<file path="src/rtl/xgmii_tx_framer.sv">
// -----------------------------------------------------------------------------
// xgmii_tx_framer
//
// Converts frame words from a first-word-fall-through FIFO into a 64-bit XGMII
// transmit stream. Each frame is sent as a start/preamble word, then the data
// words, then a terminate (0xFD) character. After the terminate there are at
// least IFG_WORDS all-idle words. If the FIFO runs dry in the middle of a frame,
// one error word is sent and the rest of that frame is dropped.
//
// Optional feature: define XGMII_TX_FCS_EN to append an IEEE 802.3 CRC-32 FCS
// after the last data byte. Without it, the upstream logic supplies the FCS.
//
// Ports
//   xgmii_clk     156.25 MHz clock; all logic runs on the rising edge
//   sys_rst_n     asynchronous active-low reset
//   fifo_dout     FIFO word: [63:0] data (byte 0 in [7:0]),
//                 [66:64] valid bytes - 1, [67] eof, [71:68] reserved
//   fifo_empty    high when fifo_dout is not valid
//   fifo_rd_en    pops the current FIFO word
//   xgmii_txd     XGMII transmit data, lane 0 in [7:0]
//   xgmii_txc     XGMII transmit control, one bit per lane
//   frame_cnt     frames ended with a terminate character (wraps)
//   underrun_cnt  frames aborted because of FIFO underrun (wraps)
// -----------------------------------------------------------------------------
module xgmii_tx_framer #(
    parameter int IFG_WORDS = 1
) (
    input  logic        xgmii_clk,
    input  logic        sys_rst_n,
    input  logic [71:0] fifo_dout,
    input  logic        fifo_empty,
    output logic        fifo_rd_en,
    output logic [63:0] xgmii_txd,
    output logic [7:0]  xgmii_txc,
    output logic [31:0] frame_cnt,
    output logic [15:0] underrun_cnt
);

    localparam logic [2:0] ST_IDLE     = 3'd0;
    localparam logic [2:0] ST_PREAMBLE = 3'd1;
    localparam logic [2:0] ST_DATA     = 3'd2;
    localparam logic [2:0] ST_TAIL     = 3'd3;
    localparam logic [2:0] ST_ABORT    = 3'd4;
    localparam logic [2:0] ST_IFG      = 3'd5;

    localparam logic [63:0] IDLE_WORD     = 64'h0707070707070707;
    localparam logic [63:0] PREAMBLE_WORD = 64'hD5555555555555FB;
    localparam logic [63:0] ERROR_WORD    = 64'hFEFEFEFEFEFEFEFE;
    localparam logic [3:0]  IFG_LOAD      = 4'(IFG_WORDS);

`ifdef XGMII_TX_FCS_EN
    localparam logic [3:0] FCS_BYTES = 4'd4;

    // Reflected CRC-32 (poly 0xEDB88320) over the first n bytes of a word.
    function automatic logic [31:0] crc_bytes(input logic [31:0] crc_in,
                                              input logic [63:0] data,
                                              input logic [3:0]  n);
        logic [31:0] c;
        c = crc_in;
        for (int b = 0; b < 8; b++) begin
            if (4'(b) < n) begin
                c = c ^ {24'd0, data[b*8 +: 8]};
                for (int k = 0; k < 8; k++) begin
                    c = c[0] ? ((c >> 1) ^ 32'hEDB88320) : (c >> 1);
                end
            end
        end
        return c;
    endfunction

    logic [31:0] crc_q, crc_d;
    logic [31:0] crc_word;
`else
    localparam logic [3:0] FCS_BYTES = 4'd0;
`endif

    logic [2:0]  state_q, state_d;
    logic [63:0] txd_q, txd_d;
    logic [7:0]  txc_q, txc_d;
    logic [63:0] tail_txd_q, tail_txd_d;
    logic [7:0]  tail_txc_q, tail_txc_d;
    logic [3:0]  ifg_cnt_q, ifg_cnt_d;
    logic [31:0] frame_cnt_q, frame_cnt_d;
    logic [15:0] underrun_cnt_q, underrun_cnt_d;

    logic         eof;
    logic [3:0]   valid_bytes;
    logic [3:0]   term_pos;
    logic [127:0] payload;
    logic [127:0] term_txd;
    logic [15:0]  term_txc;
    logic         unused_rsvd;

    assign unused_rsvd = ^fifo_dout[71:68];

    // Non-eof words always carry 8 bytes; their valid-count field is ignored.
    assign eof         = fifo_dout[67];
    assign valid_bytes = eof ? ({1'b0, fifo_dout[66:64]} + 4'd1) : 4'd8;
    assign term_pos    = valid_bytes + FCS_BYTES;

`ifdef XGMII_TX_FCS_EN
    assign crc_word = crc_bytes(crc_q, fifo_dout[63:0], valid_bytes);
`endif

    // The eof word and the optional TAIL word are built as one 16-lane stream:
    // data bytes, then FCS bytes, then 0xFD, then 0x07 fill. The lower 8 lanes
    // go out with the eof word. The upper 8 lanes are kept for TAIL.
    always_comb begin
        // NOTE: every signal gets a default before any branch, so no latch is inferred.
        payload = {64'd0, fifo_dout[63:0]} & ~({128{1'b1}} << {valid_bytes, 3'b000});
`ifdef XGMII_TX_FCS_EN
        payload = payload | ({96'd0, ~crc_word} << {valid_bytes, 3'b000});
`endif
        term_txd = '0;
        term_txc = '0;
        for (int i = 0; i < 16; i++) begin
            if (4'(i) < term_pos) begin
                term_txd[i*8 +: 8] = payload[i*8 +: 8];
                term_txc[i]        = 1'b0;
            end else if (4'(i) == term_pos) begin
                term_txd[i*8 +: 8] = 8'hFD;
                term_txc[i]        = 1'b1;
            end else begin
                term_txd[i*8 +: 8] = 8'h07;
                term_txc[i]        = 1'b1;
            end
        end
    end

    // Output words are registered. The value loaded in a given state appears
    // on the XGMII pins in the following cycle. So a word popped in DATA is on
    // the bus exactly one cycle later.
    always_comb begin
        state_d        = state_q;
        txd_d          = IDLE_WORD;
        txc_d          = 8'hFF;
        tail_txd_d     = tail_txd_q;
        tail_txc_d     = tail_txc_q;
        ifg_cnt_d      = ifg_cnt_q;
        frame_cnt_d    = frame_cnt_q;
        underrun_cnt_d = underrun_cnt_q;
        fifo_rd_en     = 1'b0;
`ifdef XGMII_TX_FCS_EN
        crc_d          = crc_q;
`endif
        case (state_q)
            ST_IDLE: begin
                if (!fifo_empty) state_d = ST_PREAMBLE;
            end
            ST_PREAMBLE: begin
                txd_d   = PREAMBLE_WORD;
                txc_d   = 8'h01;
                state_d = ST_DATA;
`ifdef XGMII_TX_FCS_EN
                crc_d   = 32'hFFFFFFFF;
`endif
            end
            ST_DATA: begin
                if (fifo_empty) begin
                    txd_d          = ERROR_WORD;
                    txc_d          = 8'hFF;
                    underrun_cnt_d = underrun_cnt_q + 16'd1;
                    state_d        = ST_ABORT;
                end else begin
                    fifo_rd_en = 1'b1;
`ifdef XGMII_TX_FCS_EN
                    crc_d      = crc_word;
`endif
                    if (eof) begin
                        txd_d      = term_txd[63:0];
                        txc_d      = term_txc[7:0];
                        tail_txd_d = term_txd[127:64];
                        tail_txc_d = term_txc[15:8];
                        if (!term_pos[3]) begin
                            frame_cnt_d = frame_cnt_q + 32'd1;
                            ifg_cnt_d   = IFG_LOAD;
                            state_d     = ST_IFG;
                        end else begin
                            state_d = ST_TAIL;
                        end
                    end else begin
                        txd_d = fifo_dout[63:0];
                        txc_d = 8'h00;
                    end
                end
            end
            ST_TAIL: begin
                txd_d       = tail_txd_q;
                txc_d       = tail_txc_q;
                frame_cnt_d = frame_cnt_q + 32'd1;
                ifg_cnt_d   = IFG_LOAD;
                state_d     = ST_IFG;
            end
            ST_ABORT: begin
                if (!fifo_empty) begin
                    fifo_rd_en = 1'b1;
                    if (eof) begin
                        ifg_cnt_d = IFG_LOAD;
                        state_d   = ST_IFG;
                    end
                end
            end
            ST_IFG: begin
                if (ifg_cnt_q <= 4'd1) state_d = ST_IDLE;
                else                   ifg_cnt_d = ifg_cnt_q - 4'd1;
            end
            default: state_d = ST_IDLE;
        endcase
    end

    // NOTE: all registers, including the tail word, have a reset value, so a mid-frame reset leaves nothing stale.
    always_ff @(posedge xgmii_clk or negedge sys_rst_n) begin
        if (!sys_rst_n) begin
            state_q        <= ST_IDLE;
            txd_q          <= IDLE_WORD;
            txc_q          <= 8'hFF;
            tail_txd_q     <= IDLE_WORD;
            tail_txc_q     <= 8'hFF;
            ifg_cnt_q      <= 4'd0;
            frame_cnt_q    <= 32'd0;
            underrun_cnt_q <= 16'd0;
`ifdef XGMII_TX_FCS_EN
            crc_q          <= 32'hFFFFFFFF;
`endif
        end else begin
            // NOTE: non-blocking assignments let all flops sample their pre-edge values together.
            state_q        <= state_d;
            txd_q          <= txd_d;
            txc_q          <= txc_d;
            tail_txd_q     <= tail_txd_d;
            tail_txc_q     <= tail_txc_d;
            ifg_cnt_q      <= ifg_cnt_d;
            frame_cnt_q    <= frame_cnt_d;
            underrun_cnt_q <= underrun_cnt_d;
`ifdef XGMII_TX_FCS_EN
            crc_q          <= crc_d;
`endif
        end
    end

    assign xgmii_txd    = txd_q;
    assign xgmii_txc    = txc_q;
    assign frame_cnt    = frame_cnt_q;
    assign underrun_cnt = underrun_cnt_q;

endmodule

</file>
<file path="config.mk">
export PLATFORM = sky130hd
export DESIGN_NAME = xgmii_tx_framer
export DESIGN_NICKNAME = d
export VERILOG_FILES = /design/src/rtl/xgmii_tx_framer.sv
export SDC_FILE = /design/constraint.sdc
export NUM_CORES = 1
export LEC_CHECK = 0
export ABC_AREA = 1
export CORE_MARGIN = 3
export CORE_UTILIZATION = 38
export DETAILED_ROUTE_END_ITERATION = 10
export DONT_BUFFER_PORTS = 1
export MAX_ROUTING_LAYER = met4
export PLACE_DENSITY = 0.51
export SYNTH_ARGS = -nofsm -noshare
export SYNTH_HDL_FRONTEND = slang
export SYNTH_SLANG_ARGS = --single-unit
export TNS_END_PERCENT = 20
</file>
<file path="constraint.sdc">
create_clock -name xgmii_clk -period 3.2 [get_ports xgmii_clk]
set_input_delay 0.48 -clock xgmii_clk [delete_from_list [all_inputs] [get_ports xgmii_clk]]
set_output_delay 0.48 -clock xgmii_clk [all_outputs]
set_load 0.01 [all_outputs]
</file>
======== Word level (Yosys, flattened, before mapping) ========
Cells that the tools add are included.
word-level totals
  bits in registers ....................... 199
  bits of input ports ..................... 75
  output and inout bits ................... 121
  word-level logic and storage cells ...... 148
cells by class
  add/subtract/negate cells ............... 4
  $lt $le $gt $ge ......................... 17
  equality and inequality tests ........... 29
  shifts and indexed selects .............. 1
  multiplexer cells ....................... 76
  bitwise operators ....................... 3
  reduce and logical (&&, ||, !) cells .... 10
operators with widths
  cell                                                       number
  two-way mux 8 bit                                          34
  one-hot mux 64 bit (3 select lines)                        1
  bitwise AND 64 x 128 -> 128 bit                            1
  two-way mux 64 bit                                         2
  NOT 128 bit                                                1
  << shifter 128 x 7 -> 128 bit, first input constant        1
  two-way mux 32 bit                                         3
  one-hot mux 32 bit (2 select lines)                        1
  adder 32 x 1 -> 32 bit, second input constant              1
  == test 4 bit, first input constant                        8
  less-than comparator 4 bit, first input constant           8
  two-way mux 4 bit                                          7
  one-hot mux 8 bit (3 select lines)                         1
  two-way mux 3 bit                                          7
  two-way mux 1 bit                                          18
  one-hot mux 3 bit (6 select lines)                         1
  adder 16 x 1 -> 16 bit, second input constant              1
  == test 3 x 4 -> 1 bit, first input constant               4
  less-than comparator 3 x 4 -> 1 bit, first input constant  4
  != test 2 bit, second input constant                       8
  one-hot mux 4 bit (4 select lines)                         1
  == test 2 x 4 -> 1 bit, first input constant               2
  less-than comparator 1 x 4 -> 1 bit, first input constant  2
  less-than comparator 2 x 4 -> 1 bit, first input constant  2
  other kinds (19)                                           21

======== Longest topological paths before layout ========
Gate-level depths: netlist of the first run.
  depth in word-level cells ............... 9
  mapped depth ............................ 10
  mapped depth without buffers ............ 10

======== Worst setup path after synthesis of the first run ========
OpenSTA, ideal clock, no wires.
  path type ............................... input to register
  start point ............................. in fifo_dout[64]
  end point ............................... reg txd_q[3] (netlist: xgmii_txd[3])
  arrival time ............................ 1.625 ns
  data required time ...................... 3.135 ns
  path slack .............................. 1.510 ns
  stages .................................. 8
  cells stage by stage .................... ha_1 -> o21ai_0 -> inv_1 -> nor2_1 -> inv_1 -> nand3_1 -> nand2_1 -> nand2_1
on the way
  longest elaborated chain between the ends .. 9
RTL lines
  what                                   line  RTL
  start: declaration                     30    input logic [71:0] fifo_dout,
  adder 3 x 1 -> 4 bit *                 98    assign valid_bytes = eof ? ({1'b0, fifo_dout[66:64]} + 4'd1) : 4'd8;
  two-way mux 4 bit *                    98
  << shifter 128 x 7 -> 128 bit          110   payload = {64'd0, fifo_dout[63:0]} & ~({128{1'b1}} << {valid_bytes, 3'b000});
  NOT 128 bit                            110
  bitwise AND 64 x 128 -> 128 bit        110
  two-way mux 8 bit *                    117   if (4'(i) < term_pos) begin
  two-way mux 64 bit *                   169   if (eof) begin
  two-way mux 64 bit *                   159   if (fifo_empty) begin
  one-hot mux 64 bit (3 select lines) *  146   case (state_q)
  named net txd_d[3]                     78    logic [63:0] txd_q, txd_d;
  end signal: assignment                 228   txd_q <= txd_d;
  end: declaration                       78
Mark *: on every way through the listed nets, which the timed path passes. The rest lies on a longest branch.
A chain may end at the register's enable or synchronous reset.

======== Final worst setup path of the first run ========
  start point ............................. reg state_q[0]
  end point ............................... out fifo_rd_en
on the way
  longest elaborated chain between the ends .. 3
RTL lines
  what                                                     line  RTL
  start: declaration                                       77    logic [2:0] state_q, state_d;
  start signal: assignment                                 227   state_q <= state_d;
  == test 3 bit or == test 3 x 2 -> 1 bit (tied branches)  146
  OR reduction 2 bit (no line) *                           -
  two-way mux 1 bit *                                      -
  end: declaration                                         32    output logic fifo_rd_en,
Mark *: on every way between the ends. The rest lies on a longest branch, timed or not.

==> metrics.md, run 1 <==
| Metric | Value |
|---|---|
| Combined area of the multi-input logic cells | 3290 um^2 |
| Pin count of the biggest net entering global routing | 150 |
| Post-route clock skew | 0.0115 ns |
| Number of sinks driven by the clock tree | 149 |
| Ranking of synthesized cells by area | sky130_fd_sc_hd__dfrtp_1, sky130_fd_sc_hd__nand2_1, sky130_fd_sc_hd__dfstp_2 |
| Final slew viol count | 0 |
| Worst Setup Start Kind | register |
| Sort of element at the end of the critical path | output port |
| Max clock buf depth | 2 |
| Internal power | 4.48 mW |
| Chain of cells forming the critical path | nor2_1 > nand2_1 > a21oi_1 |
| Category of the critical setup timing path | reg2out |
| Syn Nets | 1089 |
| Tightest slew margin relative to the limit | 0.419 |
| Number of buffers created by CTS | 17 |
| Wire length of the first global-routing pass | 34900 um |
| Placed cell count | 1254 |
| Origin of the critical flop-to-flop path | state_q[2] |
| Setup repair after global routing missed its margin | false |
| Routed length on met1 | 9820 um |
| Met2 wire length | 10900 um |
| Combinational power share | 0.248 |
| Share of layout cells above drive strength 1 | 0.119 |
| Maximum Capacitance Violations | 0 |
| Total congestion overflow | 0 |
| Share of power burned in registers | 0.476 |
| Total negative setup slack | 0 ns |
| Number of input and output port buffers inserted | 0 |
| Wire length on met3 | 1300 um |
| Detailed placement HPWL | 16100 um |
| Top cell type by total area after synthesis | sky130_fd_sc_hd__dfrtp_1 |
| Cell family contributing the most delay on the critical path | flip-flops |
| Count of distinct cell types in the synthesized netlist | 37 |
| Slew @ Worst Pin | 0.867 ns |
| Yosys synthesis warning count | 0 |
| Area growth from synthesis to layout | 10.5% |
| Clock input transition at the sequential cells of the worst setup and hold paths | 0.06 ns |
| Pre-Repair DR Iteration Count | 7 |
| DRC errors left | 0 |
| Syn Area/Cell | 7.55 um^2 |
| Max FO, Critical Path | 6 |
| Total Die Area | 21800 um^2 |
| Ratio of final minimum period to clock period | 0.664 |
| Worst Path Required | 2.72 ns |
| Failing checks | negative hold slack |
| Register-to-register path setup slack | 1.13 ns |
| Post-layout instance count excluding filler cells | 1287 |
| Number of vias per cell after detailed routing | 4.89 |
| Worst min path class | in2async |
| Core box area | 19600 um^2 |
| Proportion of netlist area held by the largest area contributor | 0.338 |
| Iteration-0 DRC count of the detailed router | 302 |
| R2r endpoint | frame_cnt[20] |
| Number of setup buffers added after CTS | 0 |
| Clock network fraction of design power | 0.276 |
| Placer Congestion | 0.889 |
| Max Clk Rate | 471 MHz |
| Filler Cell Count | 2044 |
| Number of placed I/O pins | 196 |
| Cell with the largest stage delay on the worst path | sky130_fd_sc_hd__dfrtp_1 |
| Initial antenna violation count | 1 |
| Global routing usage summed across all routing layers | 0.213 |
| Clock network latency to the later pin of the worst-skew pair | 0.42 ns |
| Register area share after synthesis | 0.497 |
| Outcome | finished with violations |
| VDD IR max | 0.367 mV |
| Total of endpoints with negative setup slack in the final report | 0 |
| Total Nets Final | 1088 |
| Buffering stage count on the worst path with inverters included | 0 |
| Min cycle time layout | 2.12 ns |
| Synth Instances | 1009 |
| Smallest hold slack | -0.248 ns |
| Overall routed net length | 22400 um |
| Fraction of power spent switching nets | 0.377 |
| Avg WL per Cell | 17.4 um |
| Post-synth design cell area | 7620 um^2 |
| H-tree levels | 4 |
| Placement Rows | 51 |
| Die width | 148 um |
| Die Span Y | 148 um |
| Worst path arrival time | 1.64 ns |
| Root buffer cell | sky130_fd_sc_hd__clkbuf_16 |
| Number of global-route vias before repair | 6128 |
| PostCTS Resize Cnt | 0 |
| Delay contributed by the slowest stage of the critical path | 0.48 ns |
| Yosys reg bits | 149 |
| Uppermost signal routing layer after detailed routing | met4 |
| Final antenna-violating net count | 0 |
| CTS tree | yes |
| Via count | 6290 |
| Hold Violations, Final | 139 |
| Total leakage power | 4.12 nW |
| Depth of the worst register-to-register path | 8 |
| Sw power | 2.71 mW |
| Initial cell density of the core | 0.389 |
| Total power divided by cell area | 855 nW/um^2 |
| Sequential Area | 3790 um^2 |
-- worst reg2reg max path, cell delays in order, from the launching register on --
cell,delay [ns]
sky130_fd_sc_hd__dfrtp_1,0.49
sky130_fd_sc_hd__inv_2,0.15
sky130_fd_sc_hd__nand2_4,0.11
sky130_fd_sc_hd__a21oi_2,0.20
sky130_fd_sc_hd__nand2_4,0.26
sky130_fd_sc_hd__inv_2,0.52
sky130_fd_sc_hd__nand2_1,0.10
sky130_fd_sc_hd__nand2_1,0.08
sky130_fd_sc_hd__nand2_1,0.05
-- worst max-delay path by stage --
stage                  startpoint       endpoint  slack (ns)  cells after the start
floorplan           fifo_dout[64]   xgmii_txd[3]        1.51                      8
CTS                    state_q[0]     fifo_rd_en        1.03                      3
finish                 state_q[0]     fifo_rd_en        1.08                      3
global route           state_q[2]  frame_cnt[20]        0.91                      8
detailed placement  fifo_dout[65]  xgmii_txd[21]        0.88                      9
global placement    fifo_dout[65]  xgmii_txd[21]        0.86                      9
-- state kept, by name, summed over array words and instances, names as in the netlist --
signal and flops:
frame_cnt 32, ifg_cnt_q 4, state_q 3, tail_txc_q 6, tail_txd_q 16, underrun_cnt 16, xgmii_txc 8, xgmii_txd 64
-- Yosys cell counts, drive strengths merged --
library cell / n
dfrtp: 103
clkinv: 1
nand4: 7
o2111ai: 1
o21bai: 3
or2: 2
nand3: 78
a21oi: 18
inv: 103
buf: 21
xor2: 17
o31ai: 1
clkbuf: 4
nor2: 117
ha: 5
nand2: 406
o21a: 1
nand3b: 7
nor3: 6
dfstp: 46
o21ai: 53
xnor2: 8
a211oi: 1
-- layout make-up --
| cell class | count | area share |
|---|---|---|
| antenna | 1 | 0.000297 |
| inverter | 104 | 0.0467 |
| clock buffer | 23 | 0.0568 |
| sequential | 149 | 0.450 |
| multi-input combinational | 731 | 0.391 |
| timing repair buffer | 5 | 0.00446 |
| tap | 265 | 0.0394 |
| clock inverter | 9 | 0.0120 |
-- metrics by stage --
step / util / hold slack, ns / setup WS [ns] / cell area [um^2] / power (mW)
3_5_place_dp: 0.400 / 0.190 / 0.877 / 7840 / 5.26
5_1_grt: 0.430 / -0.274 / 0.910 / 8420 / 7.68
6_report: 0.430 / -0.248 / 1.08 / 8420 / 7.20
2_1_floorplan: - / 0.184 / 1.51 / 7620 / 4.68
4_1_cts: 0.430 / -0.269 / 1.03 / 8420 / 7.29
3_3_place_gp: 0.400 / 0.189 / 0.862 / 7840 / 5.25
-- layer usage --
metal	vias to the layer above	track usage
li1	3136	-
met1	2953	0.262
met2	175	0.345
met3	26	0.0586
met4	0	0.0629
met5	-	-
-- cell families (layout without fill, tap and decap cells) --
| group | count (synthesis) | after routing | synth area share |
|---|---|---|---|
| AOI/OAI and AO/OA | 78 | 78 | 0.0562 |
| buffers and inverters | 129 | 141 | 0.0718 |
| adders and majority gates | 5 | 5 | 0.00821 |
| xor gates and xnor gates | 25 | 25 | 0.0287 |
| DFF | 149 | 149 | 0.497 |
| other | 0 | 1 | 0 |
| and+or+nand+nor | 623 | 623 | 0.338 |
-- layout by cell type, fill, tap and decap left out, types with 2 or more instances in the layout --
cell type and count:
sky130_fd_sc_hd__inv_2 15, sky130_fd_sc_hd__clkbuf_1 3, sky130_fd_sc_hd__nand2_1 401, sky130_fd_sc_hd__nand3_1 77, sky130_fd_sc_hd__a21oi_2 2, sky130_fd_sc_hd__nor2_4 3, sky130_fd_sc_hd__dfstp_2 46, sky130_fd_sc_hd__inv_1 87
sky130_fd_sc_hd__o21ai_2 3, sky130_fd_sc_hd__a21oi_1 16, sky130_fd_sc_hd__nor3_1 4, sky130_fd_sc_hd__clkbuf_16 17, sky130_fd_sc_hd__o21ai_1 18, sky130_fd_sc_hd__nand2_2 2, sky130_fd_sc_hd__nor3_2 2, sky130_fd_sc_hd__o21ai_0 32
sky130_fd_sc_hd__ha_1 5, sky130_fd_sc_hd__nor2_1 105, sky130_fd_sc_hd__buf_4 5, sky130_fd_sc_hd__clkbuf_8 3, sky130_fd_sc_hd__dfrtp_1 103, sky130_fd_sc_hd__o21bai_1 3, sky130_fd_sc_hd__bufinv_16 2, sky130_fd_sc_hd__nand3b_1 7
sky130_fd_sc_hd__nand2_4 3, sky130_fd_sc_hd__clkinv_2 5, sky130_fd_sc_hd__nor2_2 9, sky130_fd_sc_hd__xnor2_1 8, sky130_fd_sc_hd__xor2_1 17, sky130_fd_sc_hd__nand4_1 7
-- power by group through the flow --
| stage | Sequential, mW | Clock (mW) | Combinational (mW) |
|---|---|---|---|
| 6_report | 3.43 | 1.99 | 1.78 |
| 3_5_place_dp | 3.46 | 0 | 1.80 |
| 3_3_place_gp | 3.46 | 0 | 1.79 |
| 5_1_grt | 3.50 | 2.13 | 2.05 |
| 4_1_cts | 3.44 | 2.04 | 1.80 |
| 2_1_floorplan | 3.24 | 0 | 1.45 |
No activity file was read; power rests on OpenSTA's default activity.
==> inputs of run 2 (changes only) <==
- PLACE_DENSITY: 0.51 -> 0.53
- clock period: 3.2 -> 1.8 ns (I/O delays scaled with it)
==> run 2 against run 1 <==
Compared with the run above:
- critical path depth unchanged
- count of clock-buffer cells in the layout down 6
- sequential cell count unchanged
- final area is 6.0% higher
- critical endpoint unchanged
- the run still ends with negative hold slack left
- first-iteration DRC count rose by 13%
- hold slack got worse by 0.21 ns
- routed wire length increased by 0.67%
- sequential share of layout area decreased by 2.5 points
- die area unchanged
- power up 84%
==> metrics.md, run 2 (synthesis gave the netlist of run 1 again) <==
| Metric | Value |
|---|---|
| Smallest hold slack | -0.461 ns |
| Most used cells in the layout excluding fill and tap cells | sky130_fd_sc_hd__nand2_1, sky130_fd_sc_hd__nor2_1, sky130_fd_sc_hd__dfrtp_1 |
| Ratio of final minimum period to clock period | 0.951 |
| Pin count of the biggest net entering global routing | 150 |
| R2r endpoint | xgmii_txd[58] |
| Clock input transition at the sequential cells of the worst setup and hold paths | 0.07 ns |
| Share of layout cells above drive strength 1 | 0.156 |
| Min cycle time layout | 1.71 ns |
| Number of setup buffers added after CTS | 0 |
| Hold Violations, Final | 149 |
| Register-to-register path setup slack | 0.14 ns |
| Maximum Capacitance Violations | 0 |
| H-tree levels | 4 |
| Category of the critical setup timing path | reg2out |
| Failing checks | negative hold slack |
| Worst path arrival time | 1.44 ns |
| Number of buffers added to fix hold violations after cts | 17 |
| Combined area of the multi-input logic cells | 3310 um^2 |
| Max Clk Rate | 584 MHz |
| Placement Rows | 51 |
| Chain of cells forming the critical path | nor2_4 > nand2_1 > a21oi_2 |
| Overall routed net length | 22600 um |
| Cell with the largest stage delay on the worst path | sky130_fd_sc_hd__dfrtp_2 |
| Number of placed I/O pins | 196 |
| Number of sinks driven by the clock tree | 149 |
| Total Nets Final | 1140 |
| Buffering stage count on the worst path with inverters included | 0 |
| Tightest slew margin relative to the limit | 0.741 |
| Sequential Area | 3790 um^2 |
| Setup repair after global routing missed its margin | false |
| Final Total Pwr | 13.2 mW |
| Commonest non-fill, non-tap cell in the layout | sky130_fd_sc_hd__nand2_1 |
| Global routing usage summed across all routing layers | 0.216 |
| Total of endpoints with negative setup slack in the final report | 0 |
| Post-route clock skew | 0.00885 ns |
| Total congestion overflow | 0 |
| Initial antenna violation count | 3 |
| Final slew viol count | 0 |
| Number of buffers created by CTS | 17 |
| Place WS | 0.152 ns |
| Total power divided by cell area | 1480 nW/um^2 |
| Max clock buf depth | 2 |
| Wire length of the first global-routing pass | 35500 um |
| Die width | 148 um |
| Area growth from synthesis to layout | 17.2% |
| Filler Cell Count | 2027 |
| Final worst setup slack | 0.0880 ns |
| Pre-Repair DR Iteration Count | 5 |
| Delay contributed by the slowest stage of the critical path | 0.48 ns |
| Die Span Y | 148 um |
| Slew @ Worst Pin | 0.389 ns |
| Via count | 6520 |
| Flip-flop count of the largest register, all copies and words added | 64 |
| Outcome | finished with violations |
| Depth of the worst register-to-register path | 6 |
| Detailed placement HPWL | 16600 um |
| Total Die Area | 21800 um^2 |
| CTS tree | yes |
| Clock network latency to the later pin of the worst-skew pair | 0.43 ns |
| DRC errors left | 0 |
| Initial cell density of the core | 0.389 |
| Max FO, Critical Path | 5 |
| Final antenna-violating net count | 0 |
| Worst min path class | in2async |
| Worst Setup Start Kind | register |
| Total negative setup slack | 0 ns |
| Placer Congestion | 0.934 |
| Avg WL per Cell | 16.8 um |
| Number of global-route vias before repair | 6437 |
| Worst Path Required | 1.53 ns |
| Sort of element at the end of the critical path | output port |
| Core box area | 19600 um^2 |
| Number of input and output port buffers inserted | 0 |
| VDD IR max | 0.560 mV |
| Cell family contributing the most delay on the critical path | flip-flops |
| Number of vias per cell after detailed routing | 4.86 |
| Iteration-0 DRC count of the detailed router | 342 |
| Root buffer cell | sky130_fd_sc_hd__clkbuf_16 |
| Origin of the critical flop-to-flop path | state_q[1] |
| Total leakage power | 4.38 nW |
[run 2: changes by cell type in the layout (fill, tap and decap cells not counted), moves of 3 or more]
| cell | before | now |
|---|---|---|
| sky130_fd_sc_hd__dlygate4sd3_1 | 0 | 17 |
| sky130_fd_sc_hd__nor2_2 | 9 | 12 |
| sky130_fd_sc_hd__buf_4 | 5 | 37 |
| sky130_fd_sc_hd__inv_8 | 0 | 3 |
| sky130_fd_sc_hd__clkbuf_1 | 3 | 0 |
| sky130_fd_sc_hd__clkbuf_8 | 3 | 0 |
| sky130_fd_sc_hd__inv_6 | 0 | 7 |
| sky130_fd_sc_hd__buf_12 | 0 | 3 |
| sky130_fd_sc_hd__nor2_1 | 105 | 101 |
| sky130_fd_sc_hd__clkinv_2 | 5 | 0 |
[run 2: power by group]
group	switching, mW	internal [mW]
clock	1.57	1.97
combinational	2.42	1.28
sequential	1.14	4.84
total	5.13	8.09
[run 2: worst max path at each step]
stage	end	slack [ns]	depth (start not counted)	from
floorplan	frame_cnt[30]	0.24	10	frame_cnt[0]
global placement	xgmii_txd[30]	0.15	6	fifo_dout[64]
detailed placement	frame_cnt[30]	0.15	10	frame_cnt[0]
CTS	fifo_rd_en	0.009	4	state_q[1]
global route	fifo_rd_en	0.007	3	state_q[1]
finish	fifo_rd_en	0.09	3	state_q[1]
[run 2: metal layers]
layer  vias to the layer above  wire length (um)  track usage
li1                       3246                 -            -
met1                      3076              9600        0.266
met2                       180             11100        0.343
met3                        18              1590       0.0699
met4                         0               318       0.0615
met5                         -                 0            -
[run 2: worst register-to-register path: stages (launching register included)]
cell and delay, ns:
sky130_fd_sc_hd__dfrtp_2 0.47, sky130_fd_sc_hd__inv_2 0.06, sky130_fd_sc_hd__nor2_2 0.12, sky130_fd_sc_hd__nand2_4 0.12
sky130_fd_sc_hd__nor2_1 0.18, sky130_fd_sc_hd__nand3b_1 0.09, sky130_fd_sc_hd__dlygate4sd3_1 0.56
[run 2: metrics by stage]
step                utilization  cells  cell area [um^2]
finish                    0.456   1341              8930
global route              0.456   1341              8930
CTS                       0.455   1338              8900
detailed placement        0.415   1289              8140
global placement          0.415   1289              8140
floorplan                     -   1009              7620
[run 2: cell type report]
| cell class | count | area share |
|---|---|---|
| Multi-Input combinational cell | 731 | 0.371 |
| Antenna cell | 3 | 0.000841 |
| Timing Repair Buffer | 57 | 0.0569 |
| Clock buffer | 17 | 0.0477 |
| Sequential cell | 149 | 0.424 |
| Clock inverter | 15 | 0.0178 |
| Tap cell | 265 | 0.0371 |
| Inverter | 104 | 0.0440 |
[run 2: repair_timing]
action / 4_1_cts / 5_1_grt
resized for setup: 4 / 5
gates cloned: 0 / 0
setup endpoints to repair: 1 / 9
endpoints found under the hold margin: 165 / 149
pin swaps: 0 / 1
==> inputs of run 3 (changes only) <==
- ABC_CLOCK_PERIOD_IN_PS: not set -> 1800
- GPL_TIMING_DRIVEN: not set -> 0
==> run 3 against run 2 <==
Compared with the run above:
- the run still ends with negative hold slack left
- count of clock-buffer cells in the layout increased by 1
- sequential power increased by 2%
- clock power increased by 8.8%
- first-iteration DRC count increased by 33%
- non-clock buffer count decreased by 17
- global-route usage increased by 0.60 points
- utilization decreased by 0.57 points
- critical endpoint is now xgmii_txd[44]
==> metrics.md, run 3 (synthesis gave the netlist of run 1 again) <==
| Metric | Value |
|---|---|
| Outcome | finished with violations |
| Failing checks | negative hold slack |
| Smallest hold slack | -0.453 ns |
| Number of placed I/O pins | 196 |
| Initial cell density of the core | 0.389 |
| Tightest slew margin relative to the limit | 0.549 |
| Pin count of the biggest net entering global routing | 150 |
| H-tree levels | 4 |
| Total leakage power | 4.29 nW |
| Worst path arrival time | 2.08 ns |
| Placement Rows | 51 |
| Worst min path class | in2async |
| Number of buffers added to fix hold violations after cts | 15 |
| Total power divided by cell area | 1530 nW/um^2 |
| Max FO, Critical Path | 10 |
| DRC errors left | 0 |
| Wire length of the first global-routing pass | 36100 um |
| Die width | 148 um |
| Origin of the critical flop-to-flop path | state_q[2] |
| Placer Congestion | 0.952 |
| VDD IR max | 0.663 mV |
| Initial antenna violation count | 2 |
| Met2 capacity usage during global routing | 0.351 |
| Global routing usage summed across all routing layers | 0.222 |
| Total Nets Final | 1123 |
| Worst Path Required | 2.15 ns |
| Met3 usage | 0.0561 |
| Maximum Capacitance Violations | 0 |
| Final antenna-violating net count | 0 |
| Total congestion overflow | 0 |
| Final slew viol count | 0 |
| Post-route clock skew | 0.0127 ns |
| Die Span Y | 148 um |
| Setup repair after global routing missed its margin | true |
| Share of layout cells above drive strength 1 | 0.147 |
| Overall routed net length | 23400 um |
| Min cycle time layout | 1.73 ns |
| Number of global-route vias before repair | 6363 |
| Number of vias per cell after detailed routing | 4.96 |
| Via count | 6558 |
| Iteration-0 DRC count of the detailed router | 455 |
| Depth of the worst register-to-register path | 8 |
| Worst Setup Start Kind | register |
| Pre-Repair DR Iteration Count | 5 |
| Global routing met1 resource utilization | 0.274 |
| Final Total Pwr | 13.5 mW |
| Total of endpoints with negative setup slack in the final report | 0 |
| CTS tree | yes |
| Core box area | 19600 um^2 |
| Register-to-register path setup slack | 0.07 ns |
| Avg WL per Cell | 17.7 um |
| Most used cells in the layout excluding fill and tap cells | sky130_fd_sc_hd__nand2_1, sky130_fd_sc_hd__nor2_1, sky130_fd_sc_hd__dfrtp_1 |
| Detailed placement HPWL | 17100 um |
| Flip-flop count of the largest register, all copies and words added | 64 |
| Commonest non-fill, non-tap cell in the layout | sky130_fd_sc_hd__nand2_1 |
| Category of the critical setup timing path | reg2reg |
| Hold Violations, Final | 149 |
| Area growth from synthesis to layout | 15.7% |
| Number of sinks driven by the clock tree | 149 |
| Max Clk Rate | 579 MHz |
| Max clock buf depth | 2 |
| GR peak layer | met2 |
| R2r endpoint | xgmii_txd[44] |
| Slew @ Worst Pin | 0.677 ns |
| Utilization of the core after routing | 0.450 |
| Root buffer cell | sky130_fd_sc_hd__clkbuf_16 |
| Clock input transition at the sequential cells of the worst setup and hold paths | 0.06 ns |
| Number of input and output port buffers inserted | 0 |
| Total Die Area | 21800 um^2 |
| Number of buffers created by CTS | 17 |
| Clock network latency to the later pin of the worst-skew pair | 0.42 ns |
| Ratio of final minimum period to clock period | 0.959 |
| Sort of element at the end of the critical path | register |
[run 3: cell count changes in the layout (fill, tap and decap cells not counted), sizes merged, moves of 2 or more]
| cell | before | now |
|---|---|---|
| clkinv | 4 | 6 |
| buf | 40 | 19 |
| bufinv | 1 | 4 |
| inv | 113 | 106 |
| clkbuf | 17 | 24 |
| dlygate4sd3 | 17 | 15 |
[run 3: per-layer routing]
metal | vias up | share of wire | wire (um)
met5 | - | 0 | 0
met4 | 0 | 0.034 | 786
met3 | 52 | 0.071 | 1650
met2 | 228 | 0.48 | 11200
met1 | 3072 | 0.42 | 9740
li1 | 3206 | - | -
[run 3: timing repair]
action / CTS / global route
pin swaps: 0 / 0
hold endpoints to repair: 164 / 149
setup endpoints to repair: 13 / 56
buffers inserted: 0 / 0
resized for setup: 7 / 16
[run 3: how the worst max path moves through the flow]
stage                       from            end  slack [ns]  cells after the start
finish                state_q[2]  xgmii_txd[44]        0.07                      8
global route        frame_cnt[8]  frame_cnt[26]       -0.01                      9
CTS                 frame_cnt[0]  frame_cnt[28]       0.001                     10
detailed placement  frame_cnt[0]  frame_cnt[30]       -0.12                     10
global placement    frame_cnt[0]  frame_cnt[30]        -0.1                     10
floorplan           frame_cnt[0]  frame_cnt[30]        0.24                     10
[run 3: power by group]
part,switching [mW],internal (mW),leakage [nW]
Combinational,2.39,1.15,2.14
Clock,1.48,2.37,0.307
Sequential,1.24,4.85,1.85
[run 3: metrics by stage]
stage | instance area, um^2 | setup slack (ns) | setup TNS, ns | std cells
2_1_floorplan | 7620 | 0.240 | 0 | 1009
3_3_place_gp | 7950 | -0.0984 | -1.23 | 1274
3_5_place_dp | 7950 | -0.124 | -1.10 | 1274
4_1_cts | 8750 | 0.00115 | 0 | 1321
5_1_grt | 8810 | -0.0146 | -0.0330 | 1323
6_report | 8810 | 0.0743 | 0 | 1323
[run 3: worst max-delay path, stage by stage (launching register included)]
cell and delay, ns:
sky130_fd_sc_hd__dfrtp_1 0.35, sky130_fd_sc_hd__buf_2 0.17, sky130_fd_sc_hd__inv_2 0.11, sky130_fd_sc_hd__nand2_4 0.11, sky130_fd_sc_hd__nor2_4 0.17, sky130_fd_sc_hd__clkbuf_4 0.27, sky130_fd_sc_hd__buf_2 0.31, sky130_fd_sc_hd__nand2_1 0.09
sky130_fd_sc_hd__nand2_1 0.07
[run 3: layout make-up]
type | instances | area (um^2)
fill | 2042 | 10800
sequential | 149 | 3790
multi-input combinational | 731 | 3350
clock buffer | 18 | 439
inverter | 104 | 393
tap | 265 | 332
clock inverter | 14 | 198
buffer | 25 | 159
timing repair buffer | 15 | 150
antenna | 2 | 5.00
